## config.mk

```make
export PLATFORM = sky130hd
export DESIGN_NAME = fetch_prefetch_unit
export DESIGN_NICKNAME = d
export VERILOG_FILES = /design/src/rtl/fetch_prefetch_unit.sv
export SDC_FILE = /design/constraint.sdc
export NUM_CORES = 1
export LEC_CHECK = 0
export ABC_CLOCK_PERIOD_IN_PS = 8200
export BUFFER_PORTS_ARGS = -buffer_cell sky130_fd_sc_hd__buf_2
export CAP_MARGIN = 10
export CORE_UTILIZATION = 55
export DETAILED_ROUTE_END_ITERATION = 7
export GPL_TIMING_DRIVEN = 0
export PLACE_DENSITY = 0.75
export SYNTH_ARGS = -nofsm -noshare
export SYNTH_HDL_FRONTEND = slang
export SYNTH_SLANG_ARGS = --single-unit
```

## constraint.sdc

```tcl
create_clock -name clk -period 8.2 [get_ports clk]
set_input_delay 0.41 -clock clk [delete_from_list [all_inputs] [get_ports clk]]
set_output_delay 0.41 -clock clk [all_outputs]
set_load 0.01 [all_outputs]
```

## src/rtl/fetch_prefetch_unit.sv

```systemverilog
// fetch_prefetch_unit: instruction prefetch engine between the PC source and IF/ID.
// Keeps at most one imem read in flight, buffers {pc, instr} pairs in a DEPTH-entry FIFO
// and hands them to decode over a valid/ready handshake. A redirect flushes the FIFO
// and either restarts fetch at redirect_pc or, if a read is still in flight, marks it stale.
//
// Ports:
//   clk, rst_n                  clock; synchronous active-low reset
//   imem_req/imem_addr          registered read request, held until imem_ack
//   imem_ack/imem_rdata         read completion and data
//   redirect_valid/redirect_pc  flush and restart fetch
//   if_valid/if_ready           decode handshake; if_instr/if_pc carry the FIFO head
//   fifo_count                  FIFO occupancy
//
// Build option: define FETCH_BYPASS_EN to hand an acked instruction straight to decode in
// the same cycle when the FIFO is empty and decode is ready.
module fetch_prefetch_unit #(
    parameter int unsigned        ADDR_W   = 32,
    parameter int unsigned        DATA_W   = 32,
    parameter int unsigned        DEPTH    = 4,
    parameter logic [ADDR_W-1:0]  RESET_PC = '0,
    parameter int unsigned        PC_STEP  = 4
) (
    input  logic                     clk,
    input  logic                     rst_n,
    output logic                     imem_req,
    output logic [ADDR_W-1:0]        imem_addr,
    input  logic                     imem_ack,
    input  logic [DATA_W-1:0]        imem_rdata,
    input  logic                     redirect_valid,
    input  logic [ADDR_W-1:0]        redirect_pc,
    output logic                     if_valid,
    input  logic                     if_ready,
    output logic [DATA_W-1:0]        if_instr,
    output logic [ADDR_W-1:0]        if_pc,
    output logic [$clog2(DEPTH):0]   fifo_count
);

    localparam int unsigned PtrW = $clog2(DEPTH);
    localparam int unsigned CntW = PtrW + 1;

    typedef enum logic [1:0] {StIdle, StReq, StDrop} state_e;

    state_e              state_q, state_d;
    logic                req_q, req_d;
    logic [ADDR_W-1:0]   addr_q, addr_d;
    logic [ADDR_W-1:0]   fetch_pc_q, fetch_pc_d;
    logic [ADDR_W-1:0]   pc_mem_q  [DEPTH];
    logic [DATA_W-1:0]   ins_mem_q [DEPTH];
    logic [PtrW-1:0]     rd_ptr_q, wr_ptr_q;
    logic [CntW-1:0]     count_q, count_d;

    logic fifo_empty, ack_live, bypass, push, pop;

    assign fifo_empty = (count_q == '0);
    // An ack in StDrop belongs to a stale read and is never buffered.
    assign ack_live   = (state_q == StReq) && imem_ack;

`ifdef FETCH_BYPASS_EN
    assign bypass = fifo_empty && ack_live && if_ready && !redirect_valid;
`else
    assign bypass = 1'b0;
`endif

    assign push    = ack_live && !redirect_valid && !bypass;
    assign pop     = !fifo_empty && if_ready && !redirect_valid;
    assign count_d = redirect_valid ? '0 : (count_q + CntW'(push) - CntW'(pop));

    always_comb begin
        state_d    = state_q;
        req_d      = req_q;
        addr_d     = addr_q;
        fetch_pc_d = fetch_pc_q;
        if (redirect_valid) begin
            fetch_pc_d = redirect_pc;
            if (state_q != StIdle && !imem_ack) begin
                // Read still in flight: hold the bus request, drop its data later.
                state_d = StDrop;
            end else begin
                state_d = StReq;
                req_d   = 1'b1;
                addr_d  = redirect_pc;
            end
        end else begin
            unique case (state_q)
                StIdle: begin
                    if (count_q < CntW'(DEPTH)) begin
                        state_d = StReq;
                        req_d   = 1'b1;
                        addr_d  = fetch_pc_q;
                    end
                end
                StReq: begin
                    if (imem_ack) begin
                        fetch_pc_d = fetch_pc_q + ADDR_W'(PC_STEP);
                        // Only issue the next read if its data is guaranteed a slot.
                        if (count_d < CntW'(DEPTH)) begin
                            addr_d = fetch_pc_d;
                        end else begin
                            state_d = StIdle;
                            req_d   = 1'b0;
                        end
                    end
                end
                StDrop: begin
                    if (imem_ack) begin
                        state_d = StReq;
                        addr_d  = fetch_pc_q;
                    end
                end
                default: begin
                    state_d = StIdle;
                    req_d   = 1'b0;
                end
            endcase
        end
    end

    always_ff @(posedge clk) begin
        if (!rst_n) begin
            state_q    <= StIdle;
            req_q      <= 1'b0;
            addr_q     <= '0;
            fetch_pc_q <= RESET_PC;
            rd_ptr_q   <= '0;
            wr_ptr_q   <= '0;
            count_q    <= '0;
            for (int i = 0; i < int'(DEPTH); i++) begin
                pc_mem_q[i]  <= '0;
                ins_mem_q[i] <= '0;
            end
        end else begin
            state_q    <= state_d;
            req_q      <= req_d;
            addr_q     <= addr_d;
            fetch_pc_q <= fetch_pc_d;
            count_q    <= count_d;
            if (redirect_valid) begin
                rd_ptr_q <= '0;
                wr_ptr_q <= '0;
            end else begin
                if (push) begin
                    pc_mem_q[wr_ptr_q]  <= addr_q;
                    ins_mem_q[wr_ptr_q] <= imem_rdata;
                    wr_ptr_q            <= wr_ptr_q + PtrW'(1);
                end
                if (pop) begin
                    rd_ptr_q <= rd_ptr_q + PtrW'(1);
                end
            end
        end
    end

    assign imem_req   = req_q;
    assign imem_addr  = addr_q;
    assign fifo_count = count_q;
    assign if_valid   = !fifo_empty || bypass;
    assign if_instr   = bypass ? imem_rdata : ins_mem_q[rd_ptr_q];
    assign if_pc      = bypass ? addr_q : pc_mem_q[rd_ptr_q];

endmodule

```

# [Word-level counts from Yosys, hierarchy flattened]
# Memories as Yosys holds them, arrays and structs flattened. A register that Yosys moved wholly into a read port is not among the register bits.
# Cells that the tools add are included.
[totals] reg_bits=74 latch_bits=0 mem_bits_rw=256 romBits=0 inputBits=69 out_inout_bits=101 elab_cells=86 mem_count=2
[mem_list] memory="ins_mem_q" depth=4 width=32 read_ports=1 rd_ports_with_merged_regs=1 write_ports=4 line_no="48" source="logic [DATA_W-1:0] ins_mem_q [DEPTH];"
[mem_list] memory="pc_mem_q" depth=4 width=32 read_ports=1 rd_ports_with_merged_regs=1 write_ports=4 line_no="47" source="logic [ADDR_W-1:0] pc_mem_q [DEPTH];"
[op_classes] n_addsub=5 n_mul=0 div_mod_pow=0 n_lt_le_gt_ge=2 n_eq_ne=9 n_shift=0 mux=39 n_bitwise=1 reduce_logical=21
[ops] cell="32-bit two-way mux" count=11
[ops] cell="32-bit case mux with 3 select lines" count=1
[ops] cell="32-bit OR reduction" count=2
[ops] cell="32-bit by 3-bit adder with 32-bit output (second input constant)" count=1
[ops] cell="2-bit two-way mux" count=12
[ops] cell="1-bit two-way mux" count=12
[ops] cell="3-bit inequality test (second input constant)" count=4
[ops] cell="3-bit less-than comparator (second input constant)" count=2
[ops] cell="2-bit case mux with 3 select lines" count=1
[ops] cell="6-bit AND reduction" count=1
[ops] cell="2-bit nonzero test" count=3
[ops] cell="1-bit logical AND" count=5
[ops] cell="5-bit AND reduction" count=1
[ops] cell="2-bit by 1-bit adder with 2-bit output (second input constant)" count=2
[ops] cell="2-bit inequality test (second input constant)" count=2
[ops] cell="4-bit AND reduction" count=1
[ops] cell="4-bit nonzero test" count=1
[ops] cell="3-bit by 1-bit adder with 3-bit output" count=1
[ops] cell="1-bit logical NOT" count=3
[ops] cell="3-bit logical NOT" count=1
[ops] cell="3-bit two-way mux" count=1
[ops] cell="3-bit by 2-bit inequality test with 1-bit output (second input constant)" count=1
[ops] cell="1-bit case mux with 3 select lines" count=1
[ops] cell="3-bit by 1-bit subtractor with 3-bit output" count=1
[ops] cell="other kinds (6)" count=6

# [Depth between registers and ports, before layout]
[logic_depth] depth_word=11 mapped_depth=16 mapped_depth_nobuf=12

# [Worst setup path after synthesis]
# No wires, ideal clock.
[synth_path] path_type="register to register" from="reg state_q[1]" to="mem ins_mem_q[1][0] (enable)" setup_ns=0.574 t_arrival_ns=5.696 t_required_ns=7.626 setup_slack_ns=1.929 stages_incl_launch_ff=7 path_buffers=2 synth_period_minus_slack_ns=6.271 path_cell_list="dfxtp_1 buf_2 nand2b_1 clkbuf_1 nor2_1 nand3_1 o21ai_0"
[synth_lines] element="start: declaration" line_no="43" source="state_e state_q, state_d;"
[synth_lines] element="start signal: assignment" line_no="120" source="state_q <= StIdle;"
[synth_lines] element="start signal: assignment" line_no="132" source="state_q <= state_d;"
[synth_lines] element="end: declaration" line_no="48"

# [Final worst setup path]
[layout_path] from="reg state_q[1]" to="reg addr_q[2] (netlist: imem_addr[2])"
[layout_via] elab_chain_len=9 elab_cells_between_ends=20 cone_classes="2 x add/sub; 1 x order compare; 7 x eq/ne; 3 x mux; 7 x reduce/logical"
[layout_lines] element="2-bit by 1-bit equality test with 1-bit output" line_no="56, 84"
[layout_lines] element="1-bit logical AND" line_no="56" source="assign ack_live = (state_q == StReq) && imem_ack;"
[layout_lines] element="1-bit logical AND" line_no="64" source="assign push = ack_live && !redirect_valid && !bypass;"
[layout_lines] element="3-bit by 1-bit adder with 3-bit output" line_no="66" source="assign count_d = redirect_valid ? '0 : (count_q + CntW'(push) - CntW'(pop));"
[layout_lines] element="3-bit by 1-bit subtractor with 3-bit output" line_no="66"
[layout_lines] element="3-bit two-way mux" line_no="66"
[layout_lines] element="3-bit less-than comparator" line_no="96" source="if (count_d < CntW'(DEPTH)) begin"
[layout_lines] element="3-bit by 2-bit inequality test with 1-bit output (no source line)"
[layout_lines] element="6-bit AND reduction (no source line)"
[layout_lines] element="end signal: assignment" line_no="134" source="addr_q <= addr_d;"
[layout_lines] element="end: declaration" line_no="45" source="logic [ADDR_W-1:0] addr_q, addr_d;"
# Several ways; a longest one is shown, not always the timed one.
# A chain may end at the register's enable or synchronous reset.

==> qor.yml <==
worst_setup_path:
  worst-path-max-fanout: 10
  ff2ff_path_depth: 15
  arrival_ns: 5.29
  startpoint: "state_q[1]$_SDFFE_PN0P_"
  worstSetupPathType: "reg2reg"
  worstPathRequired_ns: 8.63
  cp_cell_sequence: "buf_2, nand2b_1, clkbuf_1, nor2_1, nand2_1, ha_1, inv_1, ha_1, fa_1, xnor2_1, a211oi_1, nor4_2, buf_4, o211ai_1, a21oi_1"
  cp_num_buf_inv: 4
  critPathTopFamily: "simple AND/OR/NAND/NOR gates"
  r2r_end: "imem_addr[2]$_SDFFE_PN0P_"
  crit_path_start_kind: "flip-flop"
  critPathCaptureType: "flip-flop"
  cp_common_cell: "ha_1"
  r2r-start: "state_q[1]$_SDFFE_PN0P_"
  r2r_slack_ns: 3.34
  crit_path_max_incr_delay_ns: 0.99
  slowest_stage: "nor4_2"
logic_synthesis:
  synth.most_common_cell: "edfxtp_1"
  synthArstFlopShare_pct: 0
  synthSimpleGateAreaFrac_pct: 18.0
  synthAdderAreaFrac_pct: 0.378
  yosysTopAreaCellShare_pct: 50.5
  synth_seq_cells: 332
  synth_top_cell_by_area: "edfxtp_1"
  syn_nets: 1235
  synth_cell_types: 60
  yosys_warnings: 0
  synth_edf_count: 256
  synth_compound_area_share_pct: 5.37
  synth.avg_cell_area_sq_um: 13.1
  synthXorXnorAreaFrac_pct: 2.76
  synth_ff_type: "edfxtp_1"
  synthTopCellsByArea: "edfxtp_1 (51%), dfxtp_1 (10%), mux4_2 (9.5%)"
  syn_inst: 1162
  synth.area.mux_share_pct: 10.1
  synthTopCellsByCount: "edfxtp_1 (256), and2_1 (194), dfxtp_1 (76)"
  synth_top_family_by_area: "simple AND/OR/NAND/NOR gates"
  netlist_area_sq_mm: 0.0152
  yosysSeqAreaShare_pct: 60.5
route:
  vias: 10500
  drt_first_iter_violations: 1129
  wl_microns: 38200
  route.detailed.wl_per_inst_microns: 21.9
  drt_first_pass_iters: 6
  ant_nets: 0
  drcViolationCount: 0
  avgViaCountPerCell: 5.99
global_routing:
  globalRouteMet2Util_pct: 46.3
  antenna_found_initial: 3
  grt_pass1_wl_microns: 58200
  grt.met3_usage_pct: 4.09
  grt_use_met1_pct: 35.3
  grt_pass1_vias: 10300
  grt_max_degree: 50
  grt_util_all_layers_pct: 27.1
  grt-busiest-layer: "met2"
  grt_remaining_overflow: 0
clock_tree:
  cts_tree: "built"
  hold_buffers: 0
  cts_buffer_depth: 3
  numCtsBuffers: 36
  cts_max_level: 2
  clock_sinks: 332
  insertion_delay_ns: 0.51
  post_cts_resize_count: 0
  clk_pin_slew_ns: 0.06
  clockRootBuffer: "clkbuf_16"
  cts_setup_buffers: 0
sta:
  hold_slack_ns: 0.184
  rsz0062_at_grt: "false"
  period_share_pct: 59.3
  tightest_slew_ns: 1.12
  slew_violations: 0
  skew_ns: 0.0116
  period_needed_ns: 4.86
  slew_headroom_pct: 24.6
  max_freq_mhz: 206
  hold_viol: 0
  setup_violations: 0
layout:
  utilization_pct: 66.0
  drive_gt1_share_pct: 23.8
  instances_no_fill: 1747
  synthToLayoutAreaGrowth_pct: 17.3
  fin_nets: 1450
outcome:
  status: "finished, final reports clean"
floorplanning:
  die_w_microns: 168
  initial_core_util_pct: 56.3
  rows: 60
  dieArea_sq_mm: 0.0283
  die_h_microns: 168
  ios: 170
  core-area_sq_mm: 0.0270
placement:
  hpwl_microns: 25100
  io_buffers: 169
  gp_congestion: 0.902
  dp.cells: 1680
worst_hold_path:
  holdPathStages: 3
  worstHoldStart: "redirect_pc[28]"
  min_to: "fetch_pc_q[28]$_SDFFE_PN0P_"
  holdCritPathClass: "in2reg"
run:
  max_cap_violations: 0
power:
  power.density_mw_per_mm2: 212
  leakagePower_uw: 0.00697
  ir_drop_mv: 0.190
-- kinds of logic after synthesis --
kind of cell    count (synthesis)
compound gates                131
xor+xnor                       47
fa+ha+maj                       4
buf+inv                       107
flops                         332
mux                            73
simple gates                  468
-- how the worst max path moves through the flow --
stage,endpoint,slack [ns],depth (start not counted)
floorplan,ins_mem_q[1][0]$_SDFFCE_PN0P_,1.93,6
global placement,ins_mem_q[2][22]$_SDFFCE_PN0P_,-2.17,6
detailed placement,imem_addr[2]$_SDFFE_PN0P_,3.39,15
CTS,imem_addr[2]$_SDFFE_PN0P_,3.36,15
global route,imem_addr[4]$_SDFFE_PN0P_,3.03,15
finish,imem_addr[2]$_SDFFE_PN0P_,3.34,15
-- layer usage --
layer,share of wire [%],routed length [microns]
met1,41,15700
met2,49,18900
met3,6.8,2600
met4,2.8,1060
met5,0,0
-- layout make-up --
| class | count | area (sq um) |
|---|---|---|
| Sequential cell | 332 | 9210 |
| Fill cell | 2033 | 9180 |
| Multi-Input combinational cell | 723 | 5600 |
| Timing Repair Buffer | 177 | 1040 |
| Clock buffer | 47 | 983 |
| Tap cell | 341 | 427 |
| Buffer | 96 | 402 |
| Clock inverter | 17 | 143 |
| Inverter | 11 | 41.3 |
| Antenna cell | 3 | 7.51 |
-- cells in the final DEF (no fill, tap or decap), drive strengths merged, types with 9 or more instances in the layout --
cell    Yosys  routed
and2      194     194
a21oi      42      42
o21ai      41      41
o31ai       9       9
edfxtp    256     256
clkinv      0      12
nand2b     14      14
mux4       64      64
nor3       14      14
xor2       28      28
nand2      38      38
dfxtp      76      76
inv        11      12
nand4      22      22
nand3      40      40
xnor2      19      19
and3       75      75
clkbuf     68     115
nor2       41      41
buf        28     205
-- worst register-to-register path: cells and delay by family, from the launching register on --
kind / cells / cell delay [ns]
buffers and inverters: 4 / 0.91
adders and majority gates: 3 / 0.97
DFF: 1 / 0.30
and+or+nand+nor: 4 / 1.88
AOI/OAI and AO/OA: 3 / 0.46
xor gates and xnor gates: 1 / 0.27
-- metrics by stage --
| stage | total power, uW | setup WS (ns) | TNS [ns] | area (sq um) |
|---|---|---|---|---|
| floorplan | 2130 | 1.93 | 0 | 15200 |
| global placement | 2270 | -2.17 | -396.05 | 16500 |
| detailed placement | 2270 | 3.39 | 0 | 16700 |
| CTS | 3810 | 3.36 | 0 | 17800 |
| global route | 3900 | 3.03 | 0 | 17800 |
| finish | 3790 | 3.34 | 0 | 17800 |
-- power by group --
group	leakage (uW)	total [uW]	internal [uW]	switching [uW]
Sequential	0.00327	1940	1890	49.1
Combinational	0.00315	302	115	187
Clock	0.000547	1550	911	642
Total	0.00697	3790	2910	878
-- state kept, by name (all words and copies together), names as in the netlist, named ones only --
register,count
fifo_count,3
imem_req,1
pc_mem_q,128
state_q,2
fetch_pc_q,32
wr_ptr_q,2
imem_addr,32
rd_ptr_q,2
ins_mem_q,128
Note: power is estimated with default switching activity, not from simulation.
